`config.mk`:
```
export PLATFORM = sky130hd
export DESIGN_NAME = multi_edge_detector
export DESIGN_NICKNAME = d
export VERILOG_FILES = /design/src/rtl/multi_edge_detector.sv
export SDC_FILE = /design/constraint.sdc
export NUM_CORES = 1
export LEC_CHECK = 0
export ABC_AREA = 1
export BUFFER_PORTS_ARGS = -buffer_cell sky130_fd_sc_hd__buf_2
export CAP_MARGIN = 20
export CORE_MARGIN = 2
export CORE_UTILIZATION = 51
export CTS_BUF_LIST = sky130_fd_sc_hd__clkbuf_4
export CTS_CLUSTER_SIZE = 12
export DETAILED_ROUTE_END_ITERATION = 6
export PLACE_DENSITY_LB_ADDON = 0.12
export SYNTH_ARGS = -nofsm -noshare
export SYNTH_HDL_FRONTEND = slang
export SYNTH_SLANG_ARGS = --single-unit
export TNS_END_PERCENT = 100
```
`constraint.sdc`:
```
create_clock -name clk -period 1.4 [get_ports clk]
set_input_delay 0.07 -clock clk [delete_from_list [all_inputs] [get_ports clk]]
set_output_delay 0.07 -clock clk [all_outputs]
set_load 0.01 [all_outputs]
```
`src/rtl/multi_edge_detector.sv`:
```
// multi_edge_detector: N-channel synchroniser, debounce, edge and event detect.
// Define MULTI_EDGE_DETECTOR_EDGE_COUNT_EN to add saturating per-channel event counters.
module multi_edge_detector #(
  parameter int N               = 4,
  parameter int SYNC_STAGES     = 2,
  parameter int DEBOUNCE_CYCLES = 4,
  parameter int CNT_W           = 8
) (
  input  logic             clk,
  input  logic             rst,
  input  logic [N-1:0]     in,
  input  logic [2*N-1:0]   mode,
  input  logic [N-1:0]     clear,
  output logic [N-1:0]     level,
  output logic [N-1:0]     positive_edge,
  output logic [N-1:0]     negative_edge,
  output logic [N-1:0]     event_pulse,
  output logic [N-1:0]     event_flag
`ifdef MULTI_EDGE_DETECTOR_EDGE_COUNT_EN
  ,
  output logic [N*CNT_W-1:0] edge_count
`endif
);

  localparam int DW =
    (DEBOUNCE_CYCLES < 2) ? 1 : $clog2(DEBOUNCE_CYCLES + 1);

  logic [N-1:0] r_sync [SYNC_STAGES];
  logic [N-1:0] w_sync;
  logic [N-1:0] w_level_nx;
  logic [N-1:0] r_level;
  logic [N-1:0] r_prev;
  logic [N-1:0] r_pos;
  logic [N-1:0] r_neg;
  logic [N-1:0] r_flag;
  logic [N-1:0] w_event;

  always_ff @(posedge clk or negedge rst) begin
    if (!rst) begin
      for (int s = 0; s < SYNC_STAGES; s++) begin
        r_sync[s] <= '0;
      end
    end else begin
      r_sync[0] <= in;
      for (int s = 1; s < SYNC_STAGES; s++) begin
        r_sync[s] <= r_sync[s-1];
      end
    end
  end

  assign w_sync = r_sync[SYNC_STAGES-1];

  for (genvar i = 0; i < N; i++) begin : g_ch
    if (DEBOUNCE_CYCLES < 2) begin : g_nofilt
      assign w_level_nx[i] = w_sync[i];
    end else begin : g_filt
      localparam logic [DW-1:0] D_LAST = DW'(DEBOUNCE_CYCLES - 1);
      logic [DW-1:0] r_dcnt;
      logic          w_diff;
      logic          w_accept;

      assign w_diff   = w_sync[i] != r_level[i];
      assign w_accept = w_diff && (r_dcnt == D_LAST);

      always_ff @(posedge clk or negedge rst) begin
        if (!rst) begin
          r_dcnt <= '0;
        end else if (!w_diff || w_accept) begin
          r_dcnt <= '0;
        end else begin
          r_dcnt <= r_dcnt + 1'b1;
        end
      end

      assign w_level_nx[i] = w_accept ? w_sync[i] : r_level[i];
    end

    assign w_event[i] = (mode[2*i]   & r_pos[i])
                      | (mode[2*i+1] & r_neg[i]);
  end

  // Pulses are taken from the accepted level and its one-cycle-old copy
  always_ff @(posedge clk or negedge rst) begin
    if (!rst) begin
      r_level <= '0;
      r_prev  <= '0;
      r_pos   <= '0;
      r_neg   <= '0;
      r_flag  <= '0;
    end else begin
      r_level <= w_level_nx;
      r_prev  <= r_level;
      r_pos   <= r_level & ~r_prev;
      r_neg   <= ~r_level & r_prev;
      r_flag  <= w_event | (r_flag & ~clear);
    end
  end

`ifdef MULTI_EDGE_DETECTOR_EDGE_COUNT_EN
  for (genvar i = 0; i < N; i++) begin : g_cnt
    logic [CNT_W-1:0] r_cnt;

    always_ff @(posedge clk or negedge rst) begin
      if (!rst) begin
        r_cnt <= '0;
      end else if (clear[i]) begin
        r_cnt <= CNT_W'(w_event[i]);
      end else if (w_event[i] && (r_cnt != '1)) begin
        r_cnt <= r_cnt + 1'b1;
      end
    end

    assign edge_count[i*CNT_W +: CNT_W] = r_cnt;
  end
`endif

  assign level         = r_level;
  assign positive_edge = r_pos;
  assign negative_edge = r_neg;
  assign event_pulse   = w_event;
  assign event_flag    = r_flag;

endmodule
```
==> results.cfg <==
[yosys]
synthDominantAreaCellType = dfrtp_1
synthArstFlopShare_pct = 100
synth.mux.area_fraction_pct = 0
synth_top_family_by_area = simple AND/OR/NAND/NOR gates
synth_compound_gate_area_share_pct = 3.47
synth-simple-area-share_pct = 13.9
ys_dominant_reg_cell = dfrtp_1
synth_area_sq_um = 1440
ff_latch_count_synth = 40
yosysUniqueCellTypes = 9
xor_xnor_share_of_the_synthesized_area_pct = 0
synth.yosys.seq_area_share_pct = 69.4
synth_fa_ha_area_share_pct = 6.94
synthTopCellsByArea = dfrtp_1 (69%), ha_1 (6.9%), inv_1 (6.3%)
top_post_synthesis_cells_by_count = dfrtp_1 (40), inv_1 (24), nand2_1 (24)
synthesis.area_per_instance_sq_um = 11.3
synth_largest_type_area_fraction_pct = 69.4
synth_cells = 128
yosys.cell_count.top_type = dfrtp_1
edff_count_synth = 0
synthesis.yosys.warnings = 0
postSynthNetCount = 154

[place]
post_placement_cell_count = 198
dpl_cell_area_sq_um = 1680
routability_cong = 0.685
detailedPlacementHpwl_mm = 1.62
number_of_buffers_inserted_by_port_buffering = 37

[power]
power-per-cell-area_nw_per_um2 = 1850
vdd.ir_drop.worst_mv = 1.56
power_leakage_nw = 1.02
fin_total_pwr_mw = 3.46

[timing]
rsz0062_at_grt = false
tightest_slew_ps = 489
timing.setup.tns_ps = 0
max_freq_ghz = 0.802
slew_viol_final = 0
clock_skew_ps = 4.34
final-hold-violation-count = 0
finalCritPeriodShare_pct = 89.1
headroom_to_the_max_slew_limit_pct = 67.4
finalSetupViolCount = 0
timing.final.crit_period_ps = 1250

[clock_network]
ctsHoldBuffers = 13
clk_transition_reported_paths_ps = 100
clock_path_buffers = 2
post-cts-setup-buffers = 0
numCtsBuffers = 5
cts_resized = 0
tritoncts_clock_tree = yes
clock_tree.root_cell = clkbuf_4
clock_latency_ps = 330
clock-sinks = 40
htreeDepth = 2

[worst_setup_path]
worst_setup_path_end_kind = register
worst-setup-path-type = register to register
slowest_stage = dlygate4sd3_1
critical_path.top_delay_family = buffers and inverters
worst_r2r_startpoint = positive_edge[3]
worstPathMaxFanout = 2
worst-r2r-cell-count = 3
critPathMaxStageDelay_ps = 560
worst_ep_arrival_time_ps = 1460
timing.rr.end = event_flag[3]
cp.buffers_inverters = 1
crit_chain = nand2_1 -> o211ai_1 -> dlygate4sd3_1
worst_ep_required_time_ps = 1620
critPathLaunchType = register
r2r_setup_slack_ps = 150

[detailed_routing]
drt_first_iter_violations = 15
detail_route.first_pass.iterations = 4
wl_per_cell_um = 10.4
drt_wl_total_mm = 2.28
remaining_drc_errors = 0
routed-via-count = 1024
avgViaCountPerCell = 4.68
antenna_left = 0

[final_layout]
non_filler_instance_count_after_layout = 219
diodes = 0
final_instance_area_sq_um = 1870
fraction_of_layout_cells_with_a_size_suffix_above_1_pct = 25.5
multi_input_area_sq_um = 350
area_growth_syn_to_layout_pct = 29.5
final.fill_count = 216
layout.area.seq_sq_um = 1000
final_nets = 213

[global_routing]
use_met3_pct = 4.76
vias_in_the_first_global_route = 978
grtUsageTotal_pct = 15.8
grt_first_pass_wirelength_mm = 3.88
met2_usage_pct = 27.6
antenna_found_initial = 0
grt_max_degree = 24
global_route_overflow = 0
top_usage_layer = met2
gr-usage-met1_pct = 18.4

[run]
cap_violations = 0

[worst_hold_path]
hp-class = primary input to async pin

[floorplanning]
floorplan.io_pins = 38
die_h_um = 57.2
row_count = 19
fp.dieW_um = 57.2
initial_utilization_pct = 53.2
design.core.area_sq_um = 2710
die-area_sq_um = 3270

[outcome]
outcome = finished clean
[per-stage QoR]
step | utilization, % | hold WS [ps] | worst slack [ps]
floorplan | - | -226 | 351
global placement | 62.0 | 58.2 | 293
detailed placement | 62.0 | 70.0 | 247
CTS | 68.9 | 231 | 178
global route | 68.9 | 256 | 76.3
finish | 68.9 | 227 | 152
[kinds of logic after synthesis]
kind of cell / after synthesis
buffers and inverters: 24
AND/OR/NAND/NOR: 48
adder cells (fa/ha/maj): 8
AO/OA/AOI/OAI: 8
flip-flops: 40
[area by class of cell]
type                    count  share of cell area [%]
flip-flops and latches     40                    53.6
repair buffers             52                    17.7
inverters                  24                    4.83
multi-input cells          64                    18.8
well taps                  31                    2.08
clock buffers               7                    2.82
clock inverters             1                   0.201
[how the worst max path moves through the flow]
stage,from,endpoint,slack (ps),depth (start not counted)
finish,positive_edge[3],event_flag[3],150,3
global route,negative_edge[0],event_flag[0],80,3
CTS,positive_edge[3],event_flag[3],180,3
detailed placement,g_ch[0].g_filt.r_dcnt[0],g_ch[0].g_filt.r_dcnt[0],250,5
global placement,g_ch[1].g_filt.r_dcnt[0],g_ch[1].g_filt.r_dcnt[2],290,5
floorplan,g_ch[0].g_filt.r_dcnt[0],g_ch[0].g_filt.r_dcnt[2],350,3
[power breakdown]
group / internal (mW) / leakage [nW] / switching, mW
Combinational: 0.531 / 0.480 / 0.591
Clock: 0.232 / 0.0338 / 0.329
Sequential: 1.55 / 0.506 / 0.231
Total: 2.31 / 1.02 / 1.15
[sequential cells by signal, summed over array words and instances, names as in the netlist]
signal              count
level                   4
negative_edge           4
w_sync                  4
event_flag              4
g_ch.g_filt.r_dcnt     12
r_sync                  4
positive_edge           4
r_prev                  4
[placed cells by master (no fill, tap or decap), drive strengths merged]
cell type,Yosys,final
nor2,12,12
clkinv,0,1
nand2,24,24
o211ai,4,4
o21ai,4,4
inv,24,24
clkbuf,0,7
dfrtp,40,40
dlygate4sd3,0,13
buf,0,39
ha,8,8
nor3,12,12
[per-layer routing]
metal / vias to the layer above / share of wire (%)
met5: - / 0
met4: 0 / 1.1
met3: 4 / 5.7
met2: 30 / 50
met1: 477 / 43
li1: 513 / -
(Power assumes the default switching activity.)
